===== src/rtl/parity_arb_ctrl.sv =====
// Two-requester round-robin arbiter that tags the granted word with even and odd parity.
// Optional per-requester handshake counters (cnt0/cnt1) are enabled by defining PARITY_ARB_STATS_EN.
module parity_arb_ctrl #(
    parameter int DATA_W = 8
) (
    input  logic              clk,
    input  logic              rst_n,
    input  logic              req0,
    input  logic              req1,
    input  logic [DATA_W-1:0] data0,
    input  logic [DATA_W-1:0] data1,
    output logic              gnt0,
    output logic              gnt1,
    input  logic              out_ready,
    output logic              out_valid,
    output logic              out_id,
    output logic [DATA_W:0]   data_even,
    output logic [DATA_W:0]   data_odd,
    output logic              busy
`ifdef PARITY_ARB_STATS_EN
    ,
    output logic [15:0]       cnt0,
    output logic [15:0]       cnt1
`endif
);

    typedef enum logic [1:0] {IDLE, CALC, HOLD} state_t;

    state_t            state_q, state_d;
    logic [DATA_W-1:0] word_q, word_d;
    logic              id_q, id_d;
    logic              last_id_q, last_id_d;
    logic [DATA_W:0]   even_q, even_d;
    logic [DATA_W:0]   odd_q, odd_d;
    logic              grant_id;

    // On a tie the requester that did not win last time is chosen.
    assign grant_id = (req0 && req1) ? ~last_id_q : req1;

    always_comb begin
        // NOTE: every signal driven here gets a default first so no path leaves it unassigned (no latch).
        state_d   = state_q;
        word_d    = word_q;
        id_d      = id_q;
        last_id_d = last_id_q;
        even_d    = even_q;
        odd_d     = odd_q;
        gnt0      = 1'b0;
        gnt1      = 1'b0;
        out_valid = 1'b0;
        case (state_q)
            IDLE: begin
                // Grants are combinational, so mask them while reset is asserted.
                if ((req0 || req1) && rst_n) begin
                    gnt0      = ~grant_id;
                    gnt1      = grant_id;
                    word_d    = grant_id ? data1 : data0;
                    id_d      = grant_id;
                    last_id_d = grant_id;
                    state_d   = CALC;
                end
            end
            CALC: begin
                even_d  = {^word_q, word_q};
                odd_d   = {~^word_q, word_q};
                state_d = HOLD;
            end
            HOLD: begin
                out_valid = 1'b1;
                if (out_ready) begin
                    state_d = IDLE;
                end
            end
            default: state_d = IDLE;
        endcase
    end

    always_ff @(posedge clk or negedge rst_n) begin
        if (!rst_n) begin
            state_q   <= IDLE;
            word_q    <= '0;
            id_q      <= 1'b0;
            last_id_q <= 1'b1;
            even_q    <= '0;
            odd_q     <= '0;
        end else begin
            // NOTE: state registers use non-blocking assignments so all flops update from pre-edge values.
            state_q   <= state_d;
            word_q    <= word_d;
            id_q      <= id_d;
            last_id_q <= last_id_d;
            even_q    <= even_d;
            odd_q     <= odd_d;
        end
    end

    assign out_id    = id_q;
    assign data_even = even_q;
    assign data_odd  = odd_q;
    assign busy      = (state_q != IDLE);

`ifdef PARITY_ARB_STATS_EN
    logic        handshake;
    logic [15:0] cnt0_q, cnt1_q;

    assign handshake = out_valid && out_ready;

    always_ff @(posedge clk or negedge rst_n) begin
        if (!rst_n) begin
            cnt0_q <= '0;
            cnt1_q <= '0;
        end else if (handshake) begin
            if (!id_q && cnt0_q != 16'hFFFF) cnt0_q <= cnt0_q + 16'd1;
            if (id_q && cnt1_q != 16'hFFFF)  cnt1_q <= cnt1_q + 16'd1;
        end
    end

    assign cnt0 = cnt0_q;
    assign cnt1 = cnt1_q;
`endif

endmodule


===== config.mk =====
export PLATFORM = sky130hd
export DESIGN_NAME = parity_arb_ctrl
export DESIGN_NICKNAME = d
export VERILOG_FILES = /design/src/rtl/parity_arb_ctrl.sv
export SDC_FILE = /design/constraint.sdc
export NUM_CORES = 1
export LEC_CHECK = 0
export BUFFER_PORTS_ARGS = -buffer_cell sky130_fd_sc_hd__buf_2
export CORE_UTILIZATION = 30
export CTS_BUF_LIST = sky130_fd_sc_hd__clkbuf_16
export DETAILED_ROUTE_END_ITERATION = 10
export PLACE_DENSITY = 0.6
export SYNTH_ARGS = -nofsm -noshare
export SYNTH_HDL_FRONTEND = slang
export SYNTH_SLANG_ARGS = --single-unit

===== constraint.sdc =====
create_clock -name clk -period 3.35 [get_ports clk]
set_input_delay 0.335 -clock clk [delete_from_list [all_inputs] [get_ports clk]]
set_output_delay 0.335 -clock clk [all_outputs]
set_load 0.02 [all_outputs]

### Yosys cells after proc, flatten, opt, wreduce, memory -nomap -nowiden

Index checks and enable logic that the tools add are counted.
Widths: inputs -> output; s select.

* bits in registers: 30
* latch bits: 0
* bits in writable memories: 0
* bits in read-only memories: 0
* input port bits: 21
* memories: 0

* $add $sub $neg: 0
* multipliers: 0
* divide/modulo/power cells: 0
* order comparisons: 0
* eq/ne operators: 4
* shift operators: 0
* muxes and demuxes: 10
* bitwise gates (word level): 2
* reductions and logical operators: 9

Operator list (number)
* $mux 8: 1
* $reduce_xnor 8->1: 1
* $reduce_xor 8->1: 1
* $mux 1: 6
* $pmux 2 s3: 1
* $mux 2: 2
* $ne 2x2->1 const B: 2
* $reduce_and 2->1: 2
* $eq 2x1->1 const B: 1
* $eq 2x2->1 const B: 1
* $logic_and 1x1->1: 2
* $logic_not 2->1: 1
* $not 1->1: 2
* $reduce_bool 2->1: 1
* $logic_or 1x1->1: 1

### Logic depth before layout (Yosys ltp)

Gate-level depths: netlist of the first run.

* depth after elaboration: 5
* depth in mapped cells: 5
* mapped depth without buffers: 4

### Worst setup path before layout of the first run

Ideal clock, no wire load.

* path type: flip-flop to output port
* start: register last_id_q
* end: output port gnt0
* arrival time: 0.972 ns
* setup slack: 2.043 ns
* stages on the path, launching flop included: 3
* cell sequence: dfstp_2 -> o21ai_2 -> nor2_1

* cells in the longest elaborated chain, start to end: 5

RTL lines
* start, declared: RTL line 32 `logic last_id_q, last_id_d;`
* start signal, assigned: RTL line 91 `last_id_q <= last_id_d;`
* $not 1->1: RTL line 38 `assign grant_id = (req0 && req1) ? ~last_id_q : req1;`
* $mux 1: RTL line 38
* $not 1->1: RTL line 55 `gnt0 = ~grant_id;`
* $mux 1: RTL line 54 `if ((req0 || req1) && rst_n) begin`
* $mux 1: RTL line 51 `case (state_q)`
* end, declared: RTL line 12 `output logic gnt0,`

Every way passes these cells.

### Worst setup path in the final report of the first run

* start: input port rst_n
* end: register word_q[3]

* cells in the longest elaborated chain, start to end: 2

RTL lines
* start, declared: RTL line 7 `input logic rst_n,`
* $logic_and 1x1->1: RTL line 54
* $reduce_and 2->1 (no line)
* end signal, assigned: RTL line 89 `word_q <= word_d;`
* end, declared: RTL line 30 `logic [DATA_W-1:0] word_q, word_d;`

Every way passes these cells.
A chain may end at the register's enable or synchronous reset.

==> results.cfg, run 1 <==
[clock_tree]
cts_tree = built
cts_resized = 0
clockBufferDepth = 2
cts_setup_buffers = 0
htree_levels = 1
clk_pin_slew_worst_paths_ns = 0.05
cts_hold_buf = 0
clockRootBuffer = clkbuf_16
clk_latency_ns = 0.25
cts_made_buffers = 3
cts_sinks = 22

[sta]
setup_viol = 0
min_period_ns = 1.82
hold_viol = 0
worstMarginPinSlew_ns = 0.647
max_freq_mhz = 548
maxSlewViolCount = 0
rsz0062_at_grt = false
fin_tns_setup_ns = 0
clock_skew_ns = 0.00130
slew_headroom_pct = 56.7
fin_crit_sh_pct = 54.5

[logic_synthesis]
syn-num-nets = 115
avgSynthCellArea_um2 = 10.8
synth.yosys.warnings = 0
synth-seq-cells = 22
yosysSeqAreaShare_pct = 54.2
synthTopCellsByArea = dfrtp_1 52%, mux2_2 10%, buf_4 5.9%
ys_types = 18
synthTopCellsByCount = 21 x dfrtp_1, 12 x nor2_1, 10 x a21oi_1, 9 x mux2_2
yosysMostFrequentCell = dfrtp_1
synth_flop_cell = dfrtp_1
synthArstFlopShare_pct = 100
syn_inst = 94
yosysTopAreaCellShare_pct = 51.6
synth_edf_count = 0
syn_area_um2 = 1020
synth_top_area_cell = dfrtp_1

[cells_and_area]
stdcell_area_um2 = 1290
multiInputGateArea_um2 = 380
synthToLayoutAreaGrowth_pct = 26.9
n_antenna_cell = 0
register_area_um2 = 552
drive_gt1_share_pct = 44.6
fillers = 331
final_core_util_pct = 41.3
layout.nets = 152

[pwr]
clkPwrFrac_pct = 18.4
powerDensity_nw_per_um2 = 1050
p_int_uw = 821
total_power_uw = 1350
p_comb_share_pct = 45.7
leakagePower_uw = 0.000595
switchingPower_uw = 531
irDropWorstVdd_v = 0.000251
seq_power_share_pct = 35.9
swShare_pct = 39.3

[detailed_routing]
highest_layer = met4
dr_wl_met2_um = 1020
wirelength_um = 2050
firstDrtPassIters = 4
ant_nets = 0
drt_iter0_markers = 17
vias = 783
vias_per_cell = 4.50
met3WireLength_um = 99
route.detailed.drc = 0
wl_met1_um = 872
wire_per_inst_um = 11.8

[hold_path]
hp-class = primary input to async pin

[critical_path]
arrival_ns = 2.00
crit_fanout = 24
cp.required_ns = 3.53
rrSetupSlack_ns = 1.69
startpoint_type = primary input
ff2ff_path_depth = 4
critPathCaptureType = flop
r2r_start = state_q[1]
worstReg2RegEnd = word_q[3]
critPathKind = primary input to flop

[grt]
grt.overflow.total = 0
grt_pass1_vias = 709
grt_util_all_layers_pct = 12.0
antenna_found_initial = 0
grt_max_degree = 25
grt_pass1_wl_um = 3080

[floorplan]
ios = 44
rows = 20
die_y_um = 60.3
dieArea_um2 = 3630
fp.dieW_um = 60.3
initial_utilization_pct = 32.6
core_area_um2 = 3130

[outcome]
status = complete, no violations

[place]
place.port_buffers = 43
placed_cell_area_um2 = 1210
place_congestion = 0.686
dp_hpwl_um = 1530

[flow_run]
drv_cap = 0
## power groups by stage
stage	registers, µW	clock network, µW	logic [µW]
final	486	248	619
after CTS	489	257	629
after global routing	506	265	679
after detailed placement	493	0	628
after global placement	487	0	623
after floorplan	557	0	438
## sequential cells by signal (all words and copies together), names as in the netlist
signal and count:
word_q 8, last_id_q 1, data_even 9, out_id 1, data_odd 1, state_q 2
## logic make-up (layout without fill, tap and decap cells)
kind of cell,after synthesis,after routing,share of synthesized area [%]
buf+inv,14,50,8.48
compound gates,23,23,13.0
xor+xnor,7,7,6.02
flops,22,22,54.2
mux,9,9,9.95
simple gates,19,19,8.35
## area by class of cell
| type | count | area share, % |
|---|---|---|
| clock buffer | 3 | 5.81 |
| inverter | 3 | 0.871 |
| tap | 44 | 4.26 |
| sequential | 22 | 42.7 |
| clock inverter | 1 | 0.290 |
| multi-input combinational | 58 | 29.4 |
| timing repair buffer | 43 | 16.7 |
## worst max-delay path, stage by stage
cell and delay (ns):
buf_2 0.42, nor3b_2 0.65, o21a_1 0.39, nor2_1 0.07, a21oi_1 0.13
## metal layers
layer  global-route usage, %  vias to the layer above
met4                    7.97                        0
met1                    13.7                      361
met5                       0                        -
met2                    20.4                       30
li1                        -                      387
met3                    1.95                        5
## per-stage QoR
step | setup WS [ns] | std cells | hold WS [ns]
2_1_floorplan | 2.04 | 94 | 0.0394
3_3_place_gp | 1.30 | 170 | 0.326
3_5_place_dp | 1.23 | 170 | 0.332
4_1_cts | 1.47 | 174 | 0.0643
5_1_grt | 1.32 | 174 | 0.0923
6_report | 1.53 | 174 | 0.0525
## cells in the final DEF (no fill, tap or decap)
master / Yosys / final
o22ai_1: 8 / 8
buf_2: 3 / 43
nand2_1: 4 / 4
clkinv_1: 0 / 1
xnor2_1: 6 / 6
a21oi_1: 10 / 10
dfstp_2: 1 / 1
mux2_2: 9 / 9
dfrtp_1: 21 / 21
o21ai_0: 2 / 2
o21a_1: 1 / 1
o21ai_2: 1 / 1
nor2_1: 12 / 12
nor3b_2: 1 / 1
nand2b_1: 2 / 2
xor2_1: 1 / 1
clkbuf_16: 0 / 3
inv_1: 3 / 3
a31oi_1: 1 / 1
## worst max path at each step
| stage | from | endpoint | slack, ns | depth (start not counted) |
|---|---|---|---|---|
| 3_5_place_dp | rst_n | word_q[4] | 1.23 | 5 |
| 5_1_grt | rst_n | word_q[4] | 1.32 | 5 |
| 6_report | rst_n | word_q[3] | 1.53 | 5 |
| 4_1_cts | rst_n | word_q[3] | 1.47 | 5 |
| 2_1_floorplan | last_id_q | gnt0 | 2.04 | 2 |
| 3_3_place_gp | rst_n | word_q[4] | 1.30 | 5 |
(Power assumes the default switching activity.)
==> run 2, diff against run 1 <==
--- a/config.mk
+++ b/config.mk
@@ -5,11 +5,12 @@
 export SDC_FILE = /design/constraint.sdc
 export NUM_CORES = 1
 export LEC_CHECK = 0
+export ABC_AREA = 1
 export BUFFER_PORTS_ARGS = -buffer_cell sky130_fd_sc_hd__buf_2
 export CORE_UTILIZATION = 30
 export CTS_BUF_LIST = sky130_fd_sc_hd__clkbuf_16
 export DETAILED_ROUTE_END_ITERATION = 10
-export PLACE_DENSITY = 0.6
+export PLACE_DENSITY = 0.58
 export SYNTH_ARGS = -nofsm -noshare
 export SYNTH_HDL_FRONTEND = slang
 export SYNTH_SLANG_ARGS = --single-unit
==> constraint.sdc (replaced) <==
create_clock -name clk -period 1.8 [get_ports clk]
set_input_delay 0.18 -clock clk [delete_from_list [all_inputs] [get_ports clk]]
set_output_delay 0.18 -clock clk [all_outputs]
set_load 0.02 [all_outputs]
==> run 2 against run 1 <==
Total power rose by 85%. Largest cell class unchanged. Clock power rose by 93%. Sequential share of layout area down 4.6 points. Hold slack better by 0.076 ns. Critical path depth up 1. Combinational power rose by 84%. Wire length is 14% higher.
==> results.cfg, run 2 <==
[outcome]
status = complete, no violations

[sta]
rsz0062_at_grt = false
setup_viol = 0
fin_tns_setup_ns = 0
timing.hold.ws_ns = 0.129
maxSlewViolCount = 0
slew_headroom_pct = 65.2
fin_crit_sh_pct = 91.8
max_freq_mhz = 605
worstMarginPinSlew_ns = 0.520
hold_viol = 0
min_period_ns = 1.65
clock_skew_ns = 0.00467

[place]
dp_hpwl_um = 1770
place.port_buffers = 43
dp_cells = 237
place_congestion = 0.737

[clock_tree]
cts_setup_buffers = 0
cts_tree = built
htree_levels = 1
cts_hold_buf = 1
cts_sinks = 22
clk_latency_ns = 0.26
clockRootBuffer = clkbuf_16
cts_resized = 0
clockBufferDepth = 2
clk_pin_slew_worst_paths_ns = 0.06
cts_made_buffers = 3

[detailed_routing]
firstDrtPassIters = 4
vias_per_cell = 4.16
drt_iter0_markers = 63
vias = 1007
wire_per_inst_um = 9.70
ant_nets = 0
wirelength_um = 2350
route.detailed.drc = 0

[critical_path]
cp_slowest_cell = dlygate4sd3_1
startpoint_type = primary input
path_cells = dlygate4sd3_1 -> buf_2 -> o21a_2 -> nand2_4 -> nor2_4 -> buf_2
arrival_ns = 1.47
critPathCaptureType = output pin
cp_slowest_stage_delay_ns = 0.51
cp.required_ns = 1.62
critPathKind = primary input to output pin
crit_path_frequent_cell = buf_2
crit_fanout = 14

[floorplan]
dieArea_um2 = 4120
ios = 44
die_y_um = 64.2
initial_utilization_pct = 31.4
rows = 22
core_area_um2 = 3690
fp.dieW_um = 64.2

[cells_and_area]
largest_reg_flops = 9
mostFrequentLayoutCells = 83 x nand2_1, 43 x buf_2, 21 x dfrtp_1
final_common_cell = nand2_1
layout.nets = 216
drive_gt1_share_pct = 28.4
n_antenna_cell = 0
synthToLayoutAreaGrowth_pct = 24.8
final_cells = 242

[logic_synthesis]
syn_inst = 156
yosysMostFrequentCell = nand2_1
yosysSeqAreaShare_pct = 47.6
yosysTopAreaCellShare_pct = 45.3
synthTopCellsByArea = dfrtp_1 45%, nand2_1 27%, buf_4 5.8%
synth_edf_count = 0
synth_flop_cell = dfrtp_1
synthArstFlopShare_pct = 100
synth-seq-cells = 22
synth_top_area_cell = dfrtp_1
syn-num-nets = 177
syn_area_um2 = 1160
synthTopCellsByCount = 83 x nand2_1, 21 x dfrtp_1, 12 x inv_1, 10 x nand3_1, 10 x o21ai_0
ys_types = 15
synth.yosys.warnings = 0
avgSynthCellArea_um2 = 7.44

[grt]
grt_util_all_layers_pct = 13.3
grt.overflow.total = 0
antenna_found_initial = 0
grt_pass1_vias = 886
grt_max_degree = 23
grt_pass1_wl_um = 4120

[pwr]
powerDensity_nw_per_um2 = 1720
leakagePower_uw = 0.000836
irDropWorstVdd_v = 0.000482

[flow_run]
drv_cap = 0

[hold_path]
hp-class = primary input to flop
[run 2: cell types whose count changed in the layout (fill, tap and decap cells not counted), sizes merged, moves of 2 or more]
cell	before	now
o22ai	8	0
mux2	9	0
xnor2	6	0
nor2	12	4
inv	3	14
nand3	0	10
o21ai	3	10
a21oi	10	0
nand2	4	85
nand2b	2	0
[run 2: metal layers]
layer | global-route usage (%) | routed length [µm]
met5 | 0 | 0
met4 | 7.50 | 53
met3 | 3.21 | 135
met2 | 17.3 | 913
met1 | 19.5 | 1240
[run 2: final timing paths]
path                         startpoint      endpoint  slack [ns]  cells past startpoint
hold reg to reg            data_even[8]  data_even[8]        0.48                      2
setup reg to reg             state_q[1]  data_even[8]        0.57                      5
min in group asynchronous         rst_n  data_even[6]        0.44                      3
max in group asynchronous         rst_n     last_id_q        1.09                      3
setup / recovery                  rst_n          gnt1        0.15                      6
hold / removal                 data0[6]     word_q[6]        0.13                      3
[run 2: through the flow]
stage / util, % / worst slack, ns / cell area, µm² / power [µW]
detailed placement: 36.8 / 0.464 / 1360 / 2040
floorplan: - / 0.628 / 1160 / 1800
finish: 39.2 / 0.147 / 1450 / 2500
CTS: 39.2 / 0.134 / 1450 / 2530
global route: 39.2 / 0.0653 / 1450 / 2730
global placement: 36.8 / 0.490 / 1360 / 2010
[run 2: worst max-delay path: cells and delay by family]
kind | cells | cell delay, ns
compound gates | 1 | 0.16
simple gates | 2 | 0.31
buf+inv | 3 | 0.82
[run 2: kinds of logic after synthesis]
logic type      share of synthesized area, %
simple gates                            35.9
buf+inv                                 11.4
flops                                   47.6
compound gates                          5.07
[run 2: area by class of cell]
type / count / area [µm²]
fillers: 379 / 2240
flip-flops and latches: 22 / 552
multi-input cells: 110 / 475
repair buffers: 45 / 233
clock buffers: 3 / 75.1
well taps: 48 / 60.1
inverters: 13 / 48.8
clock inverters: 1 / 3.75
[run 2: power by group]
part | switching (µW) | total, µW | internal [µW]
clock network | 182 | 478 | 297
logic | 752 | 1140 | 392
registers | 167 | 875 | 708
==> run 3, diff against run 2 <==
==> constraint.sdc (replaced) <==
create_clock -name clk -period 1.8 [get_ports clk]
set_input_delay 0.18 -clock clk [delete_from_list [all_inputs] [get_ports clk]]
set_output_delay 0.18 -clock clk [all_outputs]
set_load 0.1 [all_outputs]
==> run 3 against run 2 <==
Non-clock buffer count unchanged. Register-to-register slack got worse by 0.02 ns. Largest cell class unchanged. First-iteration DRC count decreased by 51%. Final area increased by 2.2%. Global-route usage decreased by 0.59 points. Clock skew decreased by 0.0023 ns. Highest routed layer unchanged. Clock-buffer cell count unchanged. Wire length decreased by 4.0%. Sequential share of layout area decreased by 0.84 points. Maximum frequency decreased by 2.6%. Hold slack improved by 0.0020 ns. Final cell count unchanged.
==> results.cfg, run 3 (synthesis gave the netlist of run 2 again) <==
[floorplan]
core_area_um2 = 3690
ios = 44
initial_utilization_pct = 31.4
fp.dieW_um = 64.2
die_y_um = 64.2
rows = 22
dieArea_um2 = 4120

[cells_and_area]
synthToLayoutAreaGrowth_pct = 27.6
drive_gt1_share_pct = 28.9
layout.nets = 216
fillers = 404
mostFrequentLayoutCells = 83 x nand2_1, 41 x buf_2, 21 x dfrtp_1
largest_reg_flops = 9
final_common_cell = nand2_1
n_antenna_cell = 0

[detailed_routing]
met3WireLength_um = 133
route.detailed.drc = 0
dr_wl_met2_um = 891
firstDrtPassIters = 4
vias_per_cell = 4.21
vias = 1020
drt_iter0_markers = 31
wire_per_inst_um = 9.32
ant_nets = 0
wirelength_um = 2260
highest_layer = met4
wl_met1_um = 1190

[clock_tree]
cts_made_buffers = 3
htree_levels = 1
clockBufferDepth = 2
clk_latency_ns = 0.25
cts_sinks = 22
clockRootBuffer = clkbuf_16
clk_pin_slew_worst_paths_ns = 0.06
cts_setup_buffers = 0
cts_tree = built

[grt]
antenna_found_initial = 0
grt_max_degree = 23
grt_pass1_wl_um = 3980
grt.overflow.total = 0
grt_pass1_vias = 918
grt_util_all_layers_pct = 12.7

[place]
dp_hpwl_um = 1740
place_congestion = 0.711
place_ws_ns = 0.414
place.port_buffers = 43

[sta]
rsz0062_at_grt = false
worstMarginPinSlew_ns = 0.515
min_period_ns = 1.70
hold_viol = 0
setup_viol = 0
setup_slack_ns = 0.103
maxSlewViolCount = 0
slew_headroom_pct = 65.6
max_freq_mhz = 589
clock_skew_ns = 0.00239
fin_tns_setup_ns = 0
fin_crit_sh_pct = 94.3

[critical_path]
critPathKind = primary input to output pin
arrival_ns = 1.52
startpoint = rst_n
cp.required_ns = 1.62
startpoint_type = primary input
crit_fanout = 14
critPathCaptureType = output pin
r2r_start = last_id_q

[hold_path]
min_from = data0[0]
hp-class = primary input to flop

[outcome]
status = complete, no violations

[flow_run]
drv_cap = 0
==> run 3: cell type report <==
type                            count  area, µm²  area share [%]
Clock buffer                        3       75.1            5.07
Clock inverter                      1       3.75           0.254
Sequential cell                    22        552            37.3
Inverter                           13       48.8            3.30
Multi-Input combinational cell    110        478            32.3
Tap cell                           48       60.1            4.06
Timing Repair Buffer               45        263            17.8
==> run 3: worst paths after layout <==
kind | slack, ns | cells past startpoint | end
hold reg to reg | 0.48 | 2 | data_odd[8]
setup reg to reg | 0.55 | 6 | word_q[2]
setup / recovery | 0.10 | 6 | gnt1
min in group asynchronous | 0.44 | 3 | out_id
hold / removal | 0.13 | 3 | word_q[0]
max in group asynchronous | 1.08 | 3 | last_id_q
==> run 3: worst max-delay path, cell delays in order <==
cell and delay [ns]:
dlygate4sd3_1 0.52, buf_2 0.10, o21a_2 0.16, nand2_4 0.11, nor2_4 0.23, buf_12 0.21
==> run 3: per-stage QoR <==
step	hold slack [ns]	util, %	instances	area [µm²]
after floorplan	-0.116	-	156	1160
after global placement	0.187	37.7	237	1390
after detailed placement	0.190	37.7	237	1390
after CTS	0.129	40.1	242	1480
after global routing	0.138	40.1	242	1480
final	0.131	40.1	242	1480
==> run 3: routing by layer <==
layer / track usage (%) / vias to the layer above
met4: 5.83 / 0
met3: 3.21 / 5
met1: 17.9 / 432
li1: - / 545
met5: 0 / -
met2: 18.0 / 38
==> run 3: repair_timing <==
action	CTS	global route
endpoints found under the hold margin	21	0
hold buffers	1	0
gates resized for setup	0	0
Power of run 3 is left out: the tool's default activity adds up to more than one toggle a clock period on the data nets, which glitch-free logic cannot reach.
